--- src/rtl/axis_pkt_fifo_pkg.sv ---
// Shared types and helpers for the store-and-forward AXI-Stream packet FIFO.
package axis_pkt_fifo_pkg;

    // Write-side machine: FILL stores beats, DROP discards an oversize packet
    typedef enum logic [0:0] {
        WR_FILL = 1'b0,
        WR_DROP = 1'b1
    } wr_state_e;

    // Pointers carry one extra wrap bit so that full and empty can be told apart
    function automatic int ptr_width(input int lgfifo);
        return lgfifo + 32'sd1;
    endfunction

endpackage

--- src/rtl/axis_pkt_fifo_mem.sv ---
// Simple dual-port beat RAM: one write port and one registered read port.
// The read register doubles as the FIFO output stage. It holds its value
// while rd_en is low and clears to zero on reset.
module axis_pkt_fifo_mem #(
    parameter int AW = 32'sd5,
    parameter int W  = 32'sd38
) (
    input  logic          i_aclk,
    input  logic          i_aresetn,
    input  logic          wr_en,
    input  logic [AW-1:0] wr_addr,
    input  logic [W-1:0]  wr_data,
    input  logic          rd_en,
    input  logic [AW-1:0] rd_addr,
    output logic [W-1:0]  rd_data
);

    localparam int DEPTH_C = 32'sd1 << AW;

    logic [W-1:0] mem_r [DEPTH_C];
    logic [W-1:0] rd_data_r;

    // Beat storage write port
    always_ff @(posedge i_aclk) begin
        if (wr_en) begin
            mem_r[wr_addr] <= wr_data;
        end
    end

    // Registered read port, held while the downstream stage is stalled
    always_ff @(posedge i_aclk) begin
        if (!i_aresetn) begin
            rd_data_r <= {W{1'b0}};
        end else if (rd_en) begin
            rd_data_r <= mem_r[rd_addr];
        end
    end

    assign rd_data = rd_data_r;

endmodule

--- src/rtl/axis_pkt_fifo.sv ---
// Store-and-forward AXI-Stream packet FIFO.
// A packet becomes visible to the M side only after its TLAST beat is stored.
// A packet that cannot fit in an otherwise empty FIFO is discarded, and
// o_overflow pulses once for it.
// Optional build macro AXIS_PKT_FIFO_DROP_EN: when defined, a packet whose
// TLAST beat has TUSER[0] set is discarded silently instead of committed.
module axis_pkt_fifo
    import axis_pkt_fifo_pkg::*;
#(
    parameter int C_AXIS_DATA_WIDTH = 32'sd32,
    parameter int C_AXIS_USER_WIDTH = 32'sd1,
    parameter int LGFIFO            = 32'sd5
) (
    input  logic                           i_aclk,
    input  logic                           i_aresetn,
    input  logic                           s_axis_tvalid,
    output logic                           s_axis_tready,
    input  logic [C_AXIS_DATA_WIDTH-1:0]   s_axis_tdata,
    input  logic [C_AXIS_DATA_WIDTH/8-1:0] s_axis_tkeep,
    input  logic                           s_axis_tlast,
    input  logic [C_AXIS_USER_WIDTH-1:0]   s_axis_tuser,
    output logic                           m_axis_tvalid,
    input  logic                           m_axis_tready,
    output logic [C_AXIS_DATA_WIDTH-1:0]   m_axis_tdata,
    output logic [C_AXIS_DATA_WIDTH/8-1:0] m_axis_tkeep,
    output logic                           m_axis_tlast,
    output logic [C_AXIS_USER_WIDTH-1:0]   m_axis_tuser,
    output logic                           o_overflow
);

    localparam int DW = C_AXIS_DATA_WIDTH;
    localparam int KW = C_AXIS_DATA_WIDTH / 32'sd8;
    localparam int UW = C_AXIS_USER_WIDTH;
    localparam int PW = ptr_width(LGFIFO);
    localparam int MW = DW + KW + 32'sd1 + UW;

    localparam logic [PW-1:0] DEPTH_C = {1'b1, {LGFIFO{1'b0}}};
    localparam logic [PW-1:0] ONE_C   = {{LGFIFO{1'b0}}, 1'b1};

    wr_state_e     state_r, state_s;
    logic [PW-1:0] wr_addr_r, wr_addr_s;
    logic [PW-1:0] commit_addr_r, commit_addr_s;
    logic [PW-1:0] rd_addr_r, rd_addr_s;
    logic          s_tready_r, s_tready_s;
    logic          m_tvalid_r, m_tvalid_s;
    logic          overflow_r, overflow_s;

    logic          full_s;
    logic          readable_s;
    logic          s_hs_s;
    logic          we_s;
    logic          re_s;
    logic          drop_beat_s;
    logic [MW-1:0] wdata_s;
    logic [MW-1:0] rdata_s;

`ifdef AXIS_PKT_FIFO_DROP_EN
    assign drop_beat_s = s_axis_tlast && s_axis_tuser[0];
`else
    assign drop_beat_s = 1'b0;
`endif

    assign wdata_s = {s_axis_tuser, s_axis_tlast, s_axis_tkeep, s_axis_tdata};

    // Pointer, write-state and output-stage next-state logic
    always_comb begin
        wr_addr_s     = wr_addr_r;
        commit_addr_s = commit_addr_r;
        rd_addr_s     = rd_addr_r;
        state_s       = state_r;
        overflow_s    = 1'b0;
        we_s          = 1'b0;
        m_tvalid_s    = m_tvalid_r;

        // Occupancy tests use the pointers as they stand before this cycle's updates
        full_s     = ((wr_addr_r - rd_addr_r) == DEPTH_C);
        readable_s = (rd_addr_r != commit_addr_r);
        s_hs_s     = s_axis_tvalid && s_tready_r;
        re_s       = readable_s && (!m_tvalid_r || m_axis_tready);

        if (re_s) begin
            rd_addr_s  = rd_addr_r + ONE_C;
            m_tvalid_s = 1'b1;
        end else if (m_axis_tready) begin
            m_tvalid_s = 1'b0;
        end else begin
            m_tvalid_s = m_tvalid_r;
        end

        case (state_r)
            WR_FILL: begin
                if (s_hs_s) begin
                    if (drop_beat_s) begin
                        // Rewind over the flagged packet; nothing is committed
                        wr_addr_s = commit_addr_r;
                    end else begin
                        we_s      = 1'b1;
                        wr_addr_s = wr_addr_r + ONE_C;
                        if (s_axis_tlast) begin
                            commit_addr_s = wr_addr_r + ONE_C;
                        end else begin
                            commit_addr_s = commit_addr_r;
                        end
                    end
                end else if (full_s && (commit_addr_r == rd_addr_r)) begin
                    // The partial packet alone fills the FIFO: it can never fit
                    state_s   = WR_DROP;
                    wr_addr_s = commit_addr_r;
                end else begin
                    state_s = WR_FILL;
                end
            end
            WR_DROP: begin
                if (s_hs_s && s_axis_tlast) begin
                    state_s    = WR_FILL;
                    overflow_s = 1'b1;
                end else begin
                    state_s = WR_DROP;
                end
            end
            default: begin
                state_s   = WR_FILL;
                wr_addr_s = commit_addr_r;
            end
        endcase

        s_tready_s = (state_s == WR_DROP) || ((wr_addr_s - rd_addr_s) != DEPTH_C);
    end

    // Pointer, state and handshake registers
    always_ff @(posedge i_aclk) begin
        if (!i_aresetn) begin
            state_r       <= WR_FILL;
            wr_addr_r     <= {PW{1'b0}};
            commit_addr_r <= {PW{1'b0}};
            rd_addr_r     <= {PW{1'b0}};
            s_tready_r    <= 1'b0;
            m_tvalid_r    <= 1'b0;
            overflow_r    <= 1'b0;
        end else begin
            state_r       <= state_s;
            wr_addr_r     <= wr_addr_s;
            commit_addr_r <= commit_addr_s;
            rd_addr_r     <= rd_addr_s;
            s_tready_r    <= s_tready_s;
            m_tvalid_r    <= m_tvalid_s;
            overflow_r    <= overflow_s;
        end
    end

    axis_pkt_fifo_mem #(
        .AW (LGFIFO),
        .W  (MW)
    ) u_mem (
        .i_aclk    (i_aclk),
        .i_aresetn (i_aresetn),
        .wr_en     (we_s),
        .wr_addr   (wr_addr_r[LGFIFO-1:0]),
        .wr_data   (wdata_s),
        .rd_en     (re_s),
        .rd_addr   (rd_addr_r[LGFIFO-1:0]),
        .rd_data   (rdata_s)
    );

    assign s_axis_tready = s_tready_r;
    assign m_axis_tvalid = m_tvalid_r;
    assign m_axis_tdata  = rdata_s[DW-1:0];
    assign m_axis_tkeep  = rdata_s[DW+KW-1:DW];
    assign m_axis_tlast  = rdata_s[DW+KW];
    assign m_axis_tuser  = rdata_s[MW-1:DW+KW+1];
    assign o_overflow    = overflow_r;

endmodule

--- config.mk ---
export PLATFORM = sky130hd
export DESIGN_NAME = axis_pkt_fifo
export DESIGN_NICKNAME = d
export VERILOG_FILES = /design/src/rtl/axis_pkt_fifo_pkg.sv /design/src/rtl/axis_pkt_fifo_mem.sv /design/src/rtl/axis_pkt_fifo.sv
export SDC_FILE = /design/constraint.sdc
export NUM_CORES = 1
export LEC_CHECK = 0
export ABC_CLOCK_PERIOD_IN_PS = 5400
export BUFFER_PORTS_ARGS = -buffer_cell sky130_fd_sc_hd__buf_2
export CAP_MARGIN = 20
export CORE_MARGIN = 2
export CORE_UTILIZATION = 56
export CTS_CLUSTER_DIAMETER = 80
export DETAILED_ROUTE_END_ITERATION = 12
export GPL_ROUTABILITY_DRIVEN = 0
export GPL_TIMING_DRIVEN = 0
export MAX_ROUTING_LAYER = met4
export PLACE_DENSITY = 0.74
export SLEW_MARGIN = 20
export SYNTH_ARGS = -nofsm -noshare
export SYNTH_HDL_FRONTEND = slang
export SYNTH_SLANG_ARGS = --single-unit
--- constraint.sdc ---
create_clock -name i_aclk -period 5.4 [get_ports i_aclk]
set_input_delay 0.54 -clock i_aclk [delete_from_list [all_inputs] [get_ports i_aclk]]
set_output_delay 0.54 -clock i_aclk [all_outputs]
set_load 0.05 [all_outputs]
==> flow_summary.ini <==
[outcome]
outcome = complete, no violations

[worst_setup_path]
cp_slowest_cell = buf_1
start_kind = flip-flop
cpMostUsedCell = ha_1
critPathRequiredTime_ns = 5.98
arrival_ns = 5.56
max_stage_delay_ns = 0.62
crit_buf_inv = 2
critPathMaxFanout = 10
cp.depth = 15
crit_type = reg -> reg
crit_path_end_kind = flip-flop
r2r_cells = 15
cp_top_family = compound AO/OA/AOI/OAI gates
crit_chain = inv_1 -> buf_1 -> ha_1 -> or4_4 -> a22oi_4 -> nand4_1 -> o22a_1 -> o22ai_2 -> ha_1 -> o21ai_0 -> a21oi_1 -> o21a_1 -> nor2_1 -> xnor3_1 -> o31a_1

[timing]
period_share = 0.9215
finalSetupViolCount = 0
tightestPinTransition_ns = 1.203
hold_slack_ns = 0.1801
min_period_ns = 4.976
rsz0062_at_grt = no
slew_headroom = 0.1980
setup_slack_ns = 0.4237
slew_viol_final = 0
fmax_mhz = 201.0
hold_violations = 0
fin_skew_ns = 0.04237

[cells_and_area]
drive_gt1_frac = 0.3237
layout_commonest_cell = edfxtp_1
nFillCells = 5348
final_cell_mix = edfxtp_1, mux4_2, buf_2
final_nets = 2466
syn_to_final_growth_pct = 15.16

[power_and_ir_drop]
pwr-share-clk = 0.329
combPwrFrac = 0.226
share_seq_of_total_power = 0.445
p_sw_frac = 0.2828
power_density_nw_per_um2 = 452.3
cellLeakagePower_nw = 17.57
power_switching_mw = 7.182
p_total_mw = 25.39
vdd_drop_max_uv = 303.9
internal-power_mw = 18.21

[routing]
wl_per_cell_um = 33.93
drc = 0
viasPerCell = 6.701
vias = 24600
firstDrtPassIters = 7
drtIter0Drc = 3526
routed_wl_um = 124500
ant_nets = 0

[die]
core_area_um2 = 86480
dieArea_um2 = 89440
fp.dieH_um = 299.1
start_util = 0.5638
rows = 108
die_w_um = 299.1
num_io_pins = 83

[global_routing]
gr-total-overflow = 0
grt_pass1_wl_um = 178700
grt_pass1_vias = 25040
track_usage = 0.2918
grt_antenna_before_repair = 1
grt_max_degree = 35

[synth]
synthCells = 2123
synth.avg_cell_area_um2 = 22.97
ys_ff_latch = 1276
ys_seq_area_frac = 0.7736
async_flop_share = 0
synth_edf_count = 1216
yosysWarnings = 0
synth-main-ff-cell = edfxtp_1
ys_types = 54
syn_nets = 2180
syn-cell-area_um2 = 48760

[clocking]
cts.hold.buffers_added = 0
cts_buffers = 119
tritoncts = built
numClockSinks = 1276
cts.clk_slew.worst_paths_ns = 0.06
cts-root-buf = clkbuf_16
htreeDepth = 3
cts_max_path_buffers = 3
clk-insertion-delay-late_ns = 0.72

[place]
dp_hpwl_um = 78850
port_buffers = 82
pre_cts_ws_ns = 0.1044

[hold_path]
hold_class = in -> reg
holdPathStages = 3

[run]
drv_cap = 0
## cell families after synthesis
| family | share of synthesized area |
|---|---|
| simple gates | 0.01730 |
| compound gates | 0.01435 |
| fa+ha+maj | 0.003849 |
| mux | 0.1757 |
| xor+xnor | 0.003875 |
| flops | 0.7736 |
| buf+inv | 0.01134 |
## routing by layer
metal  wire length (um)  GRT usage  vias up
li1                   -          -     9562
met1              44800     0.3912    12950
met2              62040     0.4652     1810
met3              13330    0.04813      273
met4               4369    0.09679        0
met5                  0          -        -
## layout make-up
cell class                 instances  area, um2  area share
sequential                      1276      37720      0.6717
clock inverter                    60      578.1     0.01029
multi-input combinational        720      10720      0.1909
antenna                            1      2.502  0.00004457
timing repair buffer             166       1793     0.03193
buffer                           113      505.5    0.009002
tap                             1155       1445     0.02574
clock buffer                     167       3342     0.05952
inverter                          13      48.80   0.0008690
## flip-flops by register name, indices dropped and copies added, names as in the netlist
register       count
u_mem.mem_r     1216
rd_addr_r          6
commit_addr_r      6
m_axis_tvalid      1
state_r            1
o_overflow         1
s_axis_tready      1
u_mem.rd_data     38
wr_addr_r          6
## what timing repair did
item                       CTS  global route
gates resized for setup      0             0
setup buffers                0             0
setup endpoints to repair    0             1
## power groups by stage
stage | Clock (mW) | Combinational (mW) | Sequential, mW
CTS | 8.41 | 5.75 | 11.3
global route | 8.77 | 5.99 | 11.3
global placement | 0 | 5.49 | 11.5
finish | 8.36 | 5.75 | 11.3
detailed placement | 0 | 5.67 | 11.5
floorplan | 0 | 3.38 | 11.9
## stage by stage
step,util,setup TNS (ns),cells,instance area (um2)
after global routing,0.6493,0,3671,56150
final,0.6493,0,3671,56150
after detailed placement,0.6039,0,3444,52230
after CTS,0.6493,0,3671,56150
after global placement,0.5852,-821.97,3360,50610
after floorplan,-,0,2123,48760
## worst min-delay path, delay by kind of cell
family	cells	cell delay [ns]
AO/OA/AOI/OAI	1	0.06
buffers and inverters	2	0.23
## path summary, 6_finish.rpt
path | from | end | slack (ns)
max | rd_addr_r[4] | s_axis_tready | 0.42
min | i_aresetn | commit_addr_r[3] | 0.18
max reg2reg | rd_addr_r[4] | s_axis_tready | 0.42
min reg2reg | commit_addr_r[5] | commit_addr_r[5] | 0.55
## Yosys cell counts, types with 3 or more instances
library cell  instances  share of area
ha_1                 15         0.0038
nand4_1               4        0.00051
a21oi_1               9        0.00092
a31oi_1              39         0.0050
edfxtp_1           1216           0.75
nand2_1              95         0.0073
nand3_1               8        0.00082
o21ai_0              43         0.0044
nor2_1               53         0.0041
or3_1                 3        0.00038
a211oi_1              5        0.00077
mux4_2              380           0.18
buf_1                16         0.0012
clkbuf_1             56         0.0043
buf_6                 3        0.00069
and2_1                6        0.00077
nand2b_1              5        0.00064
dfxtp_1              60          0.025
inv_1                11        0.00085
xnor2_1              15         0.0027
nor3_1                4        0.00041
buf_2                37         0.0038
xor2_1                4        0.00072
(Power assumes the default switching activity.)
